`config.mk`:
```
export PLATFORM = sky130hd
export DESIGN_NAME = hdmi_tx_config_sequencer
export DESIGN_NICKNAME = d
export VERILOG_FILES = /design/src/rtl/hdmi_tx_cfg_pkg.sv /design/src/rtl/sync_fall_detect.sv /design/src/rtl/hdmi_tx_config_sequencer.sv
export SDC_FILE = /design/constraint.sdc
export NUM_CORES = 1
export LEC_CHECK = 0
export ABC_AREA = 1
export BUFFER_PORTS_ARGS = -buffer_cell sky130_fd_sc_hd__buf_2
export CAP_MARGIN = 0
export CORE_MARGIN = 10
export CORE_UTILIZATION = 60
export DETAILED_ROUTE_END_ITERATION = 12
export GPL_TIMING_DRIVEN = 0
export HOLD_SLACK_MARGIN = 0.15
export PLACE_DENSITY = 0.86
export SLEW_MARGIN = 25
export SYNTH_ARGS = -nofsm -noshare
export SYNTH_HDL_FRONTEND = slang
export SYNTH_SLANG_ARGS = --single-unit
```
`constraint.sdc`:
```
create_clock -name i_clk -period 2.84 [get_ports i_clk]
set_clock_uncertainty 0.2 [all_clocks]
set_input_delay 0.568 -clock i_clk [delete_from_list [all_inputs] [get_ports i_clk]]
set_output_delay 0.568 -clock i_clk [all_outputs]
set_load 0.005 [all_outputs]
```
`src/rtl/hdmi_tx_cfg_pkg.sv`:
```
// rtl/hdmi_tx_cfg_pkg.sv - FSM states and the ADV7513 register table for the config sequencer
package hdmi_tx_cfg_pkg;

  typedef enum logic [2:0] {
    ST_IDLE     = 3'd0,
    ST_WAIT_PWR = 3'd1,
    ST_ISSUE    = 3'd2,
    ST_WAIT_ACK = 3'd3,
    ST_DONE     = 3'd4,
    ST_ERROR    = 3'd5
  } cfg_state_e;

  localparam int NUM_REGS = 14;
  localparam int IDX_W    = $clog2(NUM_REGS);

  typedef struct packed {
    logic [7:0] reg_addr;
    logic [7:0] data;
  } cfg_entry_t;

  // Power-up first, interrupt clear last so a stale HPD/interrupt cannot survive the rerun.
  function automatic cfg_entry_t cfg_entry(input logic [IDX_W-1:0] idx);
    cfg_entry_t e;
    e = '0;
    case (int'(idx))
      0:       e = '{reg_addr: 8'h41, data: 8'h10};
      1:       e = '{reg_addr: 8'h98, data: 8'h03};
      2:       e = '{reg_addr: 8'h9A, data: 8'hE0};
      3:       e = '{reg_addr: 8'h9C, data: 8'h30};
      4:       e = '{reg_addr: 8'h9D, data: 8'h61};
      5:       e = '{reg_addr: 8'hA2, data: 8'hA4};
      6:       e = '{reg_addr: 8'hA3, data: 8'hA4};
      7:       e = '{reg_addr: 8'hE0, data: 8'hD0};
      8:       e = '{reg_addr: 8'hF9, data: 8'h00};
      9:       e = '{reg_addr: 8'h15, data: 8'h00};
      10:      e = '{reg_addr: 8'h16, data: 8'h30};
      11:      e = '{reg_addr: 8'h17, data: 8'h02};
      12:      e = '{reg_addr: 8'hAF, data: 8'h06};
      13:      e = '{reg_addr: 8'h96, data: 8'hF6};
      default: e = '0;
    endcase
    return e;
  endfunction

endpackage

```
`src/rtl/sync_fall_detect.sv`:
```
// rtl/sync_fall_detect.sv - two-flop synchronizer with a one-cycle falling-edge pulse
module sync_fall_detect (
  input  logic i_clk,
  input  logic i_reset_n,
  input  logic i_async,
  output logic o_fall
);
  logic meta_q, meta_d;
  logic sync_q, sync_d;
  logic prev_q, prev_d;

  always_comb begin
    meta_d = i_async;
    sync_d = meta_q;
    prev_d = sync_q;
  end

  // Reset to 0 so a line already low at reset release yields no event.
  always_ff @(posedge i_clk or negedge i_reset_n) begin
    if (!i_reset_n) begin
      meta_q <= 1'b0;
      sync_q <= 1'b0;
      prev_q <= 1'b0;
    end else begin
      meta_q <= meta_d;
      sync_q <= sync_d;
      prev_q <= prev_d;
    end
  end

  assign o_fall = prev_q & ~sync_q;

endmodule

```
`src/rtl/hdmi_tx_config_sequencer.sv`:
```
// rtl/hdmi_tx_config_sequencer.sv - ADV7513 register-table walker with retry, watchdog and rerun handling
module hdmi_tx_config_sequencer
  import hdmi_tx_cfg_pkg::*;
#(
  parameter int         POWERUP_DELAY_CYCLES = 10_000_000,
  parameter int         TIMEOUT_CYCLES       = 65_536,
  parameter int         MAX_RETRIES          = 3,
  parameter logic [6:0] DEV_ADDR             = 7'h39
) (
  input  logic             i_clk,
  input  logic             i_reset_n,
  input  logic             i_start,
  input  logic             i_hdmi_tx_int,
  output logic             o_i2c_req,
  output logic [6:0]       o_i2c_dev_addr,
  output logic [7:0]       o_i2c_reg_addr,
  output logic [7:0]       o_i2c_data,
  input  logic             i_i2c_done,
  input  logic             i_i2c_nack,
  output logic             o_busy,
  output logic             o_config_done,
  output logic             o_config_error,
  output logic [IDX_W-1:0] o_index
);
  localparam int DLY_W = $clog2(POWERUP_DELAY_CYCLES + 1);
  localparam int WD_W  = $clog2(TIMEOUT_CYCLES + 1);
  localparam int RTY_W = (MAX_RETRIES > 0) ? $clog2(MAX_RETRIES + 1) : 1;

  localparam logic [DLY_W-1:0] DLY_LAST = DLY_W'(POWERUP_DELAY_CYCLES - 1);
  localparam logic [DLY_W-1:0] DLY_MAX  = DLY_W'(POWERUP_DELAY_CYCLES);
  localparam logic [WD_W-1:0]  WD_MAX   = WD_W'(TIMEOUT_CYCLES);
  localparam logic [RTY_W-1:0] RTY_MAX  = RTY_W'(MAX_RETRIES);
  localparam logic [IDX_W-1:0] IDX_LAST = IDX_W'(NUM_REGS - 1);

  cfg_state_e       state_q, state_d;
  logic [DLY_W-1:0] dly_q, dly_d;
  logic [WD_W-1:0]  wd_q, wd_d;
  logic [IDX_W-1:0] idx_q, idx_d;
  logic [RTY_W-1:0] rty_q, rty_d;
  logic             pending_q, pending_d;
  logic [7:0]       reg_addr_q, reg_addr_d;
  logic [7:0]       data_q, data_d;
  logic             req_q, req_d;
  logic             busy_q, busy_d;
  logic             done_q, done_d;
  logic             error_q, error_d;

  logic       int_evt;
  logic       restart_evt;
  logic       ack_ok;
  logic       write_fail;
  logic       state_busy;
  cfg_entry_t entry;

  sync_fall_detect u_int_sync (
    .i_clk     (i_clk),
    .i_reset_n (i_reset_n),
    .i_async   (i_hdmi_tx_int),
    .o_fall    (int_evt)
  );

  assign restart_evt = i_start | int_evt;
  assign ack_ok      = i_i2c_done & ~i_i2c_nack;
  assign write_fail  = (i_i2c_done & i_i2c_nack) | (wd_q == WD_MAX);
  assign state_busy  = state_q inside {ST_WAIT_PWR, ST_ISSUE, ST_WAIT_ACK};
  assign entry       = cfg_entry(idx_q);

  always_ff @(posedge i_clk or negedge i_reset_n) begin
    if (!i_reset_n) begin
      state_q    <= ST_IDLE;
      dly_q      <= '0;
      wd_q       <= '0;
      idx_q      <= '0;
      rty_q      <= '0;
      pending_q  <= 1'b0;
      reg_addr_q <= '0;
      data_q     <= '0;
      req_q      <= 1'b0;
      busy_q     <= 1'b0;
      done_q     <= 1'b0;
      error_q    <= 1'b0;
    end else begin
      state_q    <= state_d;
      dly_q      <= dly_d;
      wd_q       <= wd_d;
      idx_q      <= idx_d;
      rty_q      <= rty_d;
      pending_q  <= pending_d;
      reg_addr_q <= reg_addr_d;
      data_q     <= data_d;
      req_q      <= req_d;
      busy_q     <= busy_d;
      done_q     <= done_d;
      error_q    <= error_d;
    end
  end

  always_comb begin
    state_d    = state_q;
    dly_d      = dly_q;
    wd_d       = wd_q;
    idx_d      = idx_q;
    rty_d      = rty_q;
    pending_d  = pending_q;
    reg_addr_d = reg_addr_q;
    data_d     = data_q;

    case (state_q)
      ST_IDLE: state_d = ST_WAIT_PWR;
      ST_WAIT_PWR: begin
        if (dly_q == DLY_LAST) begin
          state_d = ST_ISSUE;
        end else if (dly_q != DLY_MAX) begin
          dly_d = dly_q + 1'b1;
        end
      end
      ST_ISSUE: begin
        reg_addr_d = entry.reg_addr;
        data_d     = entry.data;
        wd_d       = '0;
        state_d    = ST_WAIT_ACK;
      end
      ST_WAIT_ACK: begin
        if (wd_q != WD_MAX) begin
          wd_d = wd_q + 1'b1;
        end
        // A clean ack wins over a watchdog expiring in the same cycle.
        if (ack_ok) begin
          if (idx_q == IDX_LAST) begin
            state_d = ST_DONE;
          end else begin
            idx_d   = idx_q + 1'b1;
            rty_d   = '0;
            state_d = ST_ISSUE;
          end
        end else if (write_fail) begin
          if (rty_q < RTY_MAX) begin
            rty_d   = rty_q + 1'b1;
            state_d = ST_ISSUE;
          end else begin
            state_d = ST_ERROR;
          end
        end
      end
      ST_DONE, ST_ERROR: begin
        if (restart_evt || pending_q) begin
          state_d = ST_WAIT_PWR;
        end
      end
      default: state_d = ST_IDLE;
    endcase

    // Any number of restarts while busy collapse into a single rerun.
    if (state_busy && restart_evt) begin
      pending_d = 1'b1;
    end
    if (state_d == ST_WAIT_PWR && state_q != ST_WAIT_PWR) begin
      dly_d     = '0;
      idx_d     = '0;
      rty_d     = '0;
      pending_d = 1'b0;
    end
  end

  always_comb begin
    req_d   = (state_d == ST_WAIT_ACK);
    busy_d  = state_d inside {ST_WAIT_PWR, ST_ISSUE, ST_WAIT_ACK};
    done_d  = (state_d == ST_DONE);
    error_d = (state_d == ST_ERROR);
  end

  assign o_i2c_req      = req_q;
  assign o_i2c_dev_addr = DEV_ADDR;
  assign o_i2c_reg_addr = reg_addr_q;
  assign o_i2c_data     = data_q;
  assign o_busy         = busy_q;
  assign o_config_done  = done_q;
  assign o_config_error = error_q;
  assign o_index        = idx_q;

endmodule

```
==> results.cfg, run 1 <==
[power_and_ir_drop]
p_switching_mw = 1.500
p_int_mw = 2.283
seqPwrFrac_pct = 36.5
power_density_nw_per_um2 = 762.0
power_frac_comb_pct = 39.6
irDropWorstVdd_v = 0.0006087
power.leakage_nw = 2.360
pwr-share-clk_pct = 23.8
switching_share_pct = 39.65

[logic_synthesis]
synth_area_per_cell_um2 = 7.740
ys_warn_count = 0
synth.most_common_cell = nand2_1
ys_seq_elements = 73
ys_async_sr_fraction_pct = 100.0
netlist_top_cells_count = nand2_1 (128), dfrtp_1 (73), nor2_1 (70), inv_1 (69), nand3_1 (32)
synthDistinctLibCells = 42
synth_largest_area_cell = dfrtp_1
synth-seq-area-share_pct = 41.41
synth-edff-count = 0
synth.top_cell.area_share_pct = 41.41
syn_area_um2 = 4412
synth_area_leaders = dfrtp_1 (41%), nand2_1 (11%), nor2_1 (6.0%), inv_1 (5.9%), xor2_1 (5.2%)
synth_flop_cell = dfrtp_1
syn_inst = 570

[die]
die_area_um2 = 11180
core_area_um2 = 7214
die_w_um = 105.8
rows = 31
ios = 37
die_y_um = 105.8
initial_core_util_pct = 61.15

[clocking]
root_buffer = clkbuf_8
cts_made_buffers = 9
clkTransAtPathRegs_ns = 0.08
cts_tree = done
ctsLongestPathBuffers = 2
htree_num_levels = 3
cts.sinks = 73
clk_latency_ns = 0.35

[route]
postRouteAntennaNets = 0
drc = 0
wl_mm = 10.03
routed-via-count = 3896
wl_per_cell_um = 13.93
viasPerCell = 5.411
drtIter0Drc = 300
drtPass1Iterations = 5

[global_routing]
antenna_found_initial = 0
grt_pass1_vias = 3667
grt_usage_pct = 18.27
grt_pass1_wl_mm = 17.06
gr-total-overflow = 0
grt_max_degree = 47

[timing]
fin_crit_ns = 2.599
fin_ws_ns = 0.2407
hold_ws_ns = 0.1655
final_max_slew_viol_count = 0
setup_viol = 0
fmax_mhz = 384.7
tightest_slew_ns = 0.6148
fin_tns_setup_ns = 0
rsz0062_at_grt = no
slew_headroom_pct = 58.69
hold_violations = 0
fin_crit_sh_pct = 91.53

[place]
place.gp.congestion = 0.9553
place_area_um2 = 4728
hpwl_mm = 7.413
numPortBuffers = 28
post-place-ws_ns = 0.2252

[setup_path]
r2r-start = o_index[1]
startpoint = o_index[1]
crit_path_start_kind = flop
r2r_cells = 13
worstPathRequired_ns = 2.86
crit_type = reg2reg
critical_path_arrival_ns = 2.62
end_kind = flop
cp_max_fo = 10

[finish]
fin_area_um2 = 4965
diodes = 0
fin_nets = 637
drive_gt1_share_pct = 14.33
syn_to_final_growth_pct = 12.54

[outcome]
status = complete, no violations

[worst_hold_path]
hold_class = reg2reg
min_from = u_int_sync.meta_q
worstHoldPathCells = 0

[run]
maxCapViolations = 0
## final timing paths
path	end	slack (ns)
max in group asynchronous	o_index[3]	1.40
worst min-delay path	u_int_sync.prev_d	0.17
worst max-delay path	dly_q[2]	0.24
worst max register to register	dly_q[2]	0.24
worst min register to register	u_int_sync.prev_d	0.17
min in group asynchronous	wd_q[7]	0.48
## kinds of logic after synthesis
kind of cell    after synthesis  synth area share [%]
buf+inv                      94                 9.331
xor+xnor                     26                 5.162
simple gates                291                 30.46
other cells                   2                0.1702
flops                        73                 41.41
compound gates               71                 9.785
fa+ha+maj                    13                 3.687
## stage by stage
step                      instances  total power, mW  util, %
after floorplan                 576            2.438        -
after global placement          703            2.826    65.12
after detailed placement        704            2.883    65.54
after CTS                       720            3.807    68.82
after global routing            720            4.055    68.82
final                           720            3.783    68.82
## what timing repair did
item	in CTS	in global routing
endpoints found under the setup margin	0	12
buffers inserted	0	0
resized for setup	0	1
endpoints found under the hold margin	28	0
hold buffers	2	0
## cell usage in the layout (no fill, tap or decap), types with 3 or more instances in the layout
| master | netlist | routed |
|---|---|---|
| nor3_1 | 13 | 13 |
| o22ai_1 | 9 | 9 |
| o21ai_0 | 19 | 19 |
| nand4_1 | 13 | 13 |
| clkbuf_1 | 6 | 6 |
| nand2_2 | 3 | 3 |
| clkbuf_8 | 0 | 11 |
| conb_1 | 2 | 8 |
| a21oi_1 | 22 | 22 |
| ha_1 | 13 | 13 |
| nor4_1 | 4 | 4 |
| a31oi_1 | 4 | 4 |
| nand2_1 | 128 | 128 |
| nand3_1 | 32 | 32 |
| nor2_2 | 10 | 10 |
| dfrtp_1 | 73 | 73 |
| buf_4 | 8 | 9 |
| inv_2 | 4 | 5 |
| o21bai_1 | 4 | 4 |
| xor2_1 | 26 | 26 |
| inv_1 | 69 | 68 |
| o211ai_1 | 3 | 3 |
| a2bb2oi_1 | 3 | 3 |
| buf_2 | 4 | 31 |
| nor2_1 | 70 | 70 |
| nor2_4 | 8 | 8 |
## layout make-up
type | count | area, um^2
Clock inverter | 3 | 65.06
Buffer | 21 | 137.6
Multi-Input combinational cell | 409 | 2196
Clock buffer | 11 | 151.4
Tap cell | 99 | 123.9
Timing Repair Buffer | 31 | 190.2
Inverter | 73 | 274.0
Fill cell | 595 | 2250
Sequential cell | 73 | 1827
## power groups by stage
stage	combinational, mW	clock [mW]	sequential, mW
2_1_floorplan	1.05	0	1.38
3_3_place_gp	1.44	0	1.39
3_5_place_dp	1.48	0	1.40
4_1_cts	1.50	0.926	1.38
5_1_grt	1.68	0.967	1.41
6_report	1.50	0.901	1.38
## flip-flops by register name, summed over array words and instances, names as in the netlist, 2 cells and up
| register | flops |
|---|---|
| state_q | 3 |
| o_i2c_data | 7 |
| dly_q | 24 |
| o_i2c_reg_addr | 8 |
| wd_q | 17 |
| rty_q | 2 |
| o_index | 4 |
## metal layers
metal	routed length (um)	vias to the layer above	GRT usage, %
met5	0	-	0
met4	142	0	5.996
met3	627	13	5.238
met2	4789	132	29.51
met1	4468	1838	23.02
li1	-	1913	-
## worst max-delay path: stages, from the launching register on
cell and delay [ns]:
dfrtp_1 0.51, inv_2 0.17, ha_1 0.18, nand3_1 0.13, nor2_1 0.17, nor2_1 0.07
nand3_1 0.09, nand3_1 0.09, nor2_2 0.20, nand3_2 0.12, nor2_2 0.13, buf_6 0.17
buf_12 0.18, nor2_2 0.04
Note: power is estimated with default switching activity, not from simulation.
==> inputs of run 2 (changes only) <==
- CORE_ASPECT_RATIO: unset -> 0.5
==> run 2 against run 1 <==
- total power increased by 9.7%
- maximum frequency decreased by 2.3%
- final cell count decreased by 0.69%
- flip-flop and latch count unchanged
- die area increased by 1.9%
- clock-buffer cell count unchanged
- via count increased by 0.36%
- combinational power about the same
- core utilization increased by 4.5 points
- design area increased by 2.1%
- largest power group unchanged
- highest routed layer unchanged
==> results.cfg, run 2 (synthesis results as in run 1) <==
[clocking]
clk_latency_ns = 0.34
clkTransAtPathRegs_ns = 0.06
ctsLongestPathBuffers = 2
cts.sinks = 73
ctsResizeCount = 0
cts_tree = done
root_buffer = clkbuf_16
htree_num_levels = 3
cts_made_buffers = 9

[timing]
fmax_mhz = 375.7
fin_crit_sh_pct = 93.72
fin_ws_ns = 0.1785
fin_tns_setup_ns = 0
rsz0062_at_grt = no
slew_headroom_pct = 63.03
tightest_slew_ns = 0.5503
final_max_slew_viol_count = 0
hold_violations = 0
fin_crit_ns = 2.662
hold_ws_ns = 0.1920
setup_viol = 0

[die]
core_area_um2 = 6910
die_y_um = 80.64
die_w_um = 141.3
rows = 21
initial_core_util_pct = 63.84
die_area_um2 = 11390
ios = 37

[route]
top_layer_used = met4
dr_wl_met3_um = 651
met1_length_mm = 4.494
drtPass1Iterations = 5
routed-via-count = 3910
postRouteAntennaNets = 0
viasPerCell = 5.469
wl_mm = 10.19
wl_met2_mm = 4.863
wl_per_cell_um = 14.26
drtIter0Drc = 426
drc = 0

[power_and_ir_drop]
power_density_nw_per_um2 = 818.5
power.leakage_nw = 2.410
total_power_mw = 4.150
irDropWorstVdd_v = 0.0003947

[finish]
diodes = 0
layout_commonest_cell = nand2_1
fin_nets = 637
fin_cells = 715
largest_reg_flops = 24
final_cell_mix = nand2_1 (128), dfrtp_1 (73), nor2_1 (70)
syn_to_final_growth_pct = 14.92
drive_gt1_share_pct = 14.45
largest-register = dly_q
final_core_util_pct = 73.37
fin_area_um2 = 5070

[run]
maxCapViolations = 0

[setup_path]
crit_type = reg2reg
worstPathRequired_ns = 2.90
crit_top_cell = nor2_1
crit_path_start_kind = flop
r2r_setup_slack_ns = 0.18
crit_family = simple AND/OR/NAND/NOR gates
slowest_delay_ns = 0.44
end_kind = flop
slowest_stage = dfrtp_1
critical_path_arrival_ns = 2.72
cp.depth = 13
cp-endpoint = wd_q[15]
r2r-end = wd_q[15]
r2r-start = wd_q[0]
cp_max_fo = 10
r2r_cells = 13
path_buf_inv = 4
crit_path_cell_trace = inv_1 > ha_1 > inv_1 > nor2_1 > nand2_1 > nor2_1 > nand2_1 > nand2_1 > nor2_1 > nor2_1 > inv_1 > buf_1 > o22ai_1
startpoint = wd_q[0]

[global_routing]
grt_pass1_wl_mm = 17.55
grt_pass1_vias = 3780
grt_max_degree = 54
gr-total-overflow = 0
antenna_found_initial = 0
grt_usage_pct = 18.79

[worst_hold_path]
hold_class = reg2reg

[place]
place.gp.congestion = 0.9185
place_area_um2 = 4720
hpwl_mm = 7.362
post-place-ws_ns = 0.2743
numPortBuffers = 28
post-place-cells = 697

[outcome]
status = complete, no violations
-- run 2: changes by cell type in the layout (fill, tap and decap cells not counted), sizes merged --
cell	delta
clkinvlp	+1
clkinv	+1
-- run 2: cell type report --
type / instances / area (um^2)
sequential: 73 / 1827
clock inverter: 5 / 77.57
clock buffer: 11 / 252.7
multi-input combinational: 409 / 2196
tap: 92 / 115.1
inverter: 73 / 274.0
fill: 521 / 1841
buffer: 21 / 137.6
timing repair buffer: 31 / 190.2
-- run 2: worst reg2reg max path, stage by stage (launching register included) --
cell and delay [ns]:
dfrtp_1 0.44, inv_1 0.12, ha_1 0.15, inv_1 0.04, nor2_1 0.07, nand2_1 0.08, nor2_1 0.12, nand2_1 0.09
nand2_1 0.06, nor2_1 0.05, nor2_1 0.40, inv_1 0.22, buf_1 0.29, o22ai_1 0.24
-- run 2: power by group --
part	total [mW]	internal, mW	leakage, nW	switching (mW)
Clock	1.24	0.813	0.162	0.431
Sequential	1.39	1.23	0.972	0.155
Combinational	1.52	0.523	1.28	0.996
Total	4.15	2.57	2.41	1.58
-- run 2: metal layers --
layer / up-vias / GRT usage, %
met5: - / 0
met4: 0 / 7.992
met3: 21 / 4.463
met2: 134 / 31.50
met1: 1836 / 22.93
li1: 1919 / -
-- run 2: worst min path at each step --
stage,endpoint,slack [ns],depth (start not counted),from
after global placement,u_int_sync.prev_d,0.13,0,u_int_sync.meta_q
after CTS,u_int_sync.prev_d,0.19,0,u_int_sync.meta_q
after floorplan,dly_q[0],0.07,0,i_reset_n
after detailed placement,u_int_sync.prev_d,0.17,0,u_int_sync.meta_q
final,u_int_sync.prev_d,0.19,0,u_int_sync.meta_q
after global routing,u_int_sync.prev_d,0.19,0,u_int_sync.meta_q
-- run 2: timing repair --
action	CTS	global route
setup endpoints to repair	0	0
endpoints found under the hold margin	21	0
hold buffers	2	0
buffers inserted	0	0
